--- src/rtl/regfile_pkg.sv ---
// Shared types and constants for the LEGv8 register file.
// X31 reads as zero and cannot be written.
package regfile_pkg;

  localparam int WIDTH = 64;
  localparam int NREGS = 32;
  localparam int AW    = 5;

  localparam logic [AW-1:0] XZR_IDX = 5'd31;

  typedef logic [WIDTH-1:0] word_t;
  typedef logic [AW-1:0]    regidx_t;

  // 64-bit 2:1 data selector; the read trees are built from this primitive.
  function automatic word_t mux2(input logic s, input word_t a0, input word_t a1);
    return s ? a1 : a0;
  endfunction

endpackage

--- src/rtl/regfile_demux_wb_decoder.sv ---
// Gate-level 5:32 one-hot decoder assembled from a 2:4 stage and four 3:8 stages.
// With en=0 every output is 0, even when idx is unknown.
module dec2_4 (
  input  logic       en,
  input  logic [1:0] a,
  output logic [3:0] y
);
  assign y[0] = en & ~a[1] & ~a[0];
  assign y[1] = en & ~a[1] &  a[0];
  assign y[2] = en &  a[1] & ~a[0];
  assign y[3] = en &  a[1] &  a[0];
endmodule

module dec3_8 (
  input  logic       en,
  input  logic [2:0] a,
  output logic [7:0] y
);
  logic [3:0] lo;

  // a[2] splits the enable, a[1:0] picks within each half
  dec2_4 u_lo (.en(en & ~a[2]), .a(a[1:0]), .y(lo));
  dec2_4 u_hi (.en(en &  a[2]), .a(a[1:0]), .y(y[7:4]));
  assign y[3:0] = lo;
endmodule

module decoder5_32 (
  input  logic        en,
  input  logic [4:0]  idx,
  output logic [31:0] onehot
);
  logic [3:0] grp;

  dec2_4 u_grp (.en(en), .a(idx[4:3]), .y(grp));

  for (genvar g = 0; g < 4; g++) begin : g_oct
    dec3_8 u_oct (.en(grp[g]), .a(idx[2:0]), .y(onehot[8*g +: 8]));
  end
endmodule

--- src/rtl/regfile_demux_wb.sv ---
// 32 x 64-bit LEGv8 register file: one demuxed write port, two combinational
// read ports with same-cycle write bypass, X31 hardwired to zero.
module regfile_demux_wb
  import regfile_pkg::*;
(
  input  logic             clk,
  input  logic             reset,
  input  logic             RegWrite,
  input  logic [AW-1:0]    WriteRegister,
  input  logic [WIDTH-1:0] WriteData,
  input  logic [AW-1:0]    ReadRegister1,
  input  logic [AW-1:0]    ReadRegister2,
  output logic [WIDTH-1:0] ReadData1,
  output logic [WIDTH-1:0] ReadData2
);

  logic [NREGS-1:0] dec;
  logic             wr_live;
  word_t            rf [NREGS];
  regidx_t          ridx [2];
  word_t            rdata [2];

  // RegWrite gates the decoder, so an unknown index cannot raise an enable
  decoder5_32 u_dec (
    .en     (RegWrite),
    .idx    (WriteRegister),
    .onehot (dec)
  );

  // A live write never targets XZR and is suppressed while in reset
  assign wr_live = reset & RegWrite & ~dec[XZR_IDX];

  for (genvar i = 0; i < NREGS; i++) begin : g_reg
    if (i == int'(XZR_IDX)) begin : g_zr
      assign rf[i] = '0;
    end else begin : g_q
      word_t q;
      always_ff @(posedge clk or negedge reset) begin
        if (!reset)      q <= '0;
        else if (dec[i]) q <= WriteData;
      end
      assign rf[i] = q;
    end
  end

  assign ridx[0] = ReadRegister1;
  assign ridx[1] = ReadRegister2;

  for (genvar p = 0; p < 2; p++) begin : g_rd
    word_t s0 [16];
    word_t s1 [8];
    word_t s2 [4];
    word_t s3 [2];
    word_t sel;

    for (genvar j = 0; j < 16; j++) begin : g_l0
      assign s0[j] = mux2(ridx[p][0], rf[2*j], rf[2*j+1]);
    end
    for (genvar j = 0; j < 8; j++) begin : g_l1
      assign s1[j] = mux2(ridx[p][1], s0[2*j], s0[2*j+1]);
    end
    for (genvar j = 0; j < 4; j++) begin : g_l2
      assign s2[j] = mux2(ridx[p][2], s1[2*j], s1[2*j+1]);
    end
    for (genvar j = 0; j < 2; j++) begin : g_l3
      assign s3[j] = mux2(ridx[p][3], s2[2*j], s2[2*j+1]);
    end
    assign sel = mux2(ridx[p][4], s3[0], s3[1]);

    // Bypass forwards the in-flight write so a same-cycle read sees it
    assign rdata[p] = mux2(wr_live && (ridx[p] == WriteRegister), sel, WriteData);
  end

  assign ReadData1 = rdata[0];
  assign ReadData2 = rdata[1];

endmodule

--- config.mk ---
export PLATFORM = sky130hd
export DESIGN_NAME = regfile_demux_wb
export DESIGN_NICKNAME = d
export VERILOG_FILES = /design/src/rtl/regfile_pkg.sv /design/src/rtl/regfile_demux_wb_decoder.sv /design/src/rtl/regfile_demux_wb.sv
export SDC_FILE = /design/constraint.sdc
export NUM_CORES = 2
export LEC_CHECK = 0
export CORE_MARGIN = 1
export CORE_UTILIZATION = 41
export DETAILED_ROUTE_END_ITERATION = 10
export PLACE_DENSITY = 0.61
export SYNTH_ARGS = -nofsm -noshare
export SYNTH_HDL_FRONTEND = slang
export SYNTH_HIERARCHICAL = 1
export SYNTH_SLANG_ARGS = --single-unit
--- constraint.sdc ---
create_clock -name clk -period 2.86 [get_ports clk]
set_clock_uncertainty 0.1 [all_clocks]
set_input_delay 0.429 -clock clk [delete_from_list [all_inputs] [get_ports clk]]
set_output_delay 0.429 -clock clk [all_outputs]
set_load 0.02 [all_outputs]
==> out/qor.yml <==
outcome: "finished with violations"
violations: "setup timing"
ys_ff_latch: 1984
drv_cap: 0
largest-register: "g.g_q.q"
tns_ps: -65230
drtPass1Iterations: 6
wl_microns: 396100
setup_slack_ps: -681.2
cts_buffers: 216
antenna_found_initial: 6
hold_class: "in2reg"
fp-row-count: 187
initial_core_util_pct: 41.20
core_sq_um: 259500
fin_crit_ps: 3541
grtUsageTotal_pct: 29.96
grt_first_pass_wirelength_microns: 576500
synth_commonest_cells: "dfrtp_1 (1984), mux2_2 (1967), mux4_2 (705), mux2i_1 (655), clkbuf_1 (617)"
synth_largest_area_cell: "dfrtp_1"
area_delta_synth_final_pct: 25.21
largest_reg_flops: 1984
arrival_ps: 3010
io_buffers: 209
max_slew.worst_pin.slew_ps: 1049
ir_drop_mv: 0.6702
cts_root_buffer: "clkbuf_16"
drtAntennaViolNets: 0
io_pins: 210
async_flop_share_pct: 100.0
synthFlopType: "dfrtp_1"
ys_seq_area_share_pct: 46.44
power.leakage_uw: 0.05867
grt_pass1_vias: 79600
drt_iter0_drc: 7543
worstSkewPairLatency_ps: 850
place_hpwl_microns: 265700
synth_area_sq_um: 106900
p_per_area_nw_per_um2: 655.7
overflow: 0
required_ps: 2330
synth_top_cell_area_share_pct: 46.44
min_period_over_period_pct: 123.8
drc: 0
syn_nets: 7581
worstSetupPathType: "in2out"
wire_per_inst_microns: 33.01
path_max_fanout: 6
setup_viol: 128
layout-drive-gt1-share_pct: 55.25
vias: 76490
fmax_mhz: 282.4
clock_path_buffers: 3
final_core_util_pct: 51.58
regToRegSetupSlack_ps: 1750
rsz0062_at_grt: "yes"
dieArea_sq_um: 262800
clk_pin_slew_worst_paths_ps: 60
hold_viol: 0
clock-sinks: 1984
relSlewSlack_pct: 30.06
die_w_microns: 512.6
synth_area_leaders: "dfrtp_1 (46%), mux2_2 (21%), mux4_2 (15%)"
cp-start-kind: "input port"
yosysMostFrequentCell: "dfrtp_1"
grt_max_degree: 164
dp_slack_ps: -1400
syn_inst: 7499
largest_registers: "g.g_q.q: 1984 flops"
htree_num_levels: 4
nets: 8508
vias_per_cell: 6.374
cts_tree: "done"
synth-edff-count: 0
end_kind: "output port"
drv_slew: 0
avgSynthCellArea_sq_um: 14.26
yosys_warnings: 6
routabilityCongestion: 0.9025
synth_cell_type_count: 45
die_height_microns: 512.6
worst max-delay path: stages:
cell      delay, ps
buf_6            90
and3_4          160
and2_4          130
and3_4          150
nand3b_1        170
buf_4           140
or4_4           430
nor3_4          180
buf_6           240
buf_12          190
buf_8           140
buf_16          140
a21oi_4          30
a22o_4          220
buf_6           130
metal layers:
| metal | vias up | GRT usage [%] | wire (microns) | share of wire [%] |
|---|---|---|---|---|
| met5 | - | 0 | 23 | 0.0058 |
| met4 | 4 | 13.90 | 20240 | 5.1 |
| met3 | 900 | 6.412 | 31800 | 8.0 |
| met2 | 3482 | 46.55 | 182700 | 46 |
| met1 | 41210 | 40.08 | 161400 | 41 |
| li1 | 30900 | - | - | - |
power by group:
part / switching [uW] / internal [uW] / total [uW]
logic: 8840 / 12000 / 20800
clock network: 12000 / 17200 / 29200
registers: 4080 / 33600 / 37700
repair_timing:
item | CTS | global route
buffers inserted | 103 | 20
setup endpoints to repair | 128 | 128
hold buffers | 1 | 0
pin swaps | 103 | 55
hold endpoints to repair | 442 | 0
resized for setup | 923 | 111
cloned | 22 | 0
final cells by class:
class	count	area [sq um]
inverter	65	245.2
timing repair buffer	1560	17380
clock buffer	317	6321
fill	21420	125600
clock inverter	73	1002
multi-input combinational	4599	54990
tap	3402	4257
antenna	1	2.502
sequential	1984	49650
path summary, 6_finish.rpt:
path,from,endpoint,cells past startpoint
hold reg to reg,g_reg[6].g_q.q[40]$_DFFE_PN0P_,g_reg[6].g_q.q[40]$_DFFE_PN0P_,1
min in group asynchronous,reset,g_reg[1].g_q.q[57]$_DFFE_PN0P_,4
hold / removal,WriteData[15],g_reg[1].g_q.q[15]$_DFFE_PN0P_,2
setup reg to reg,g_reg[13].g_q.q[45]$_DFFE_PN0P_,g_reg[13].g_q.q[45]$_DFFE_PN0P_,3
setup / recovery,WriteRegister[4],ReadData2[21],15
max in group asynchronous,reset,g_reg[23].g_q.q[45]$_DFFE_PN0P_,5
cell usage in the layout (no fill, tap or decap), types with 65 or more instances in the layout:
cell	count
o21ai_0	138
a21oi_1	65
clkbuf_16	221
nand2_1	101
buf_6	179
mux4_2	705
buf_12	340
mux2_2	1947
dfrtp_1	1984
mux2i_1	653
o221ai_1	109
a211oi_1	69
a221oi_1	75
buf_4	922
a211oi_2	98
cell families (layout without fill, tap and decap cells):
| group | count (synthesis) | after routing | share of synthesized area [%] |
|---|---|---|---|
| AND/OR/NAND/NOR | 285 | 285 | 1.499 |
| AO/OA/AOI/OAI | 977 | 977 | 6.702 |
| buffers and inverters | 916 | 2015 | 3.569 |
| other | 0 | 1 | 0 |
| multiplexers | 3327 | 3327 | 41.71 |
| XOR/XNOR | 10 | 10 | 0.08193 |
| flip-flops | 1984 | 1984 | 46.44 |
metrics by stage:
stage / instance area, sq um / hold slack (ps) / cells / power, uW
finish: 133800 / 271.2 / 12000 / 87770
global route: 133800 / 251.4 / 12000 / 91170
CTS: 133400 / 212.0 / 12000 / 87780
detailed placement: 123300 / 411.9 / 11490 / 57930
global placement: 123300 / 401.7 / 11490 / 57070
floorplan: 107100 / 33.41 / 7499 / 49820
Power figures use the tool's default switching activity.
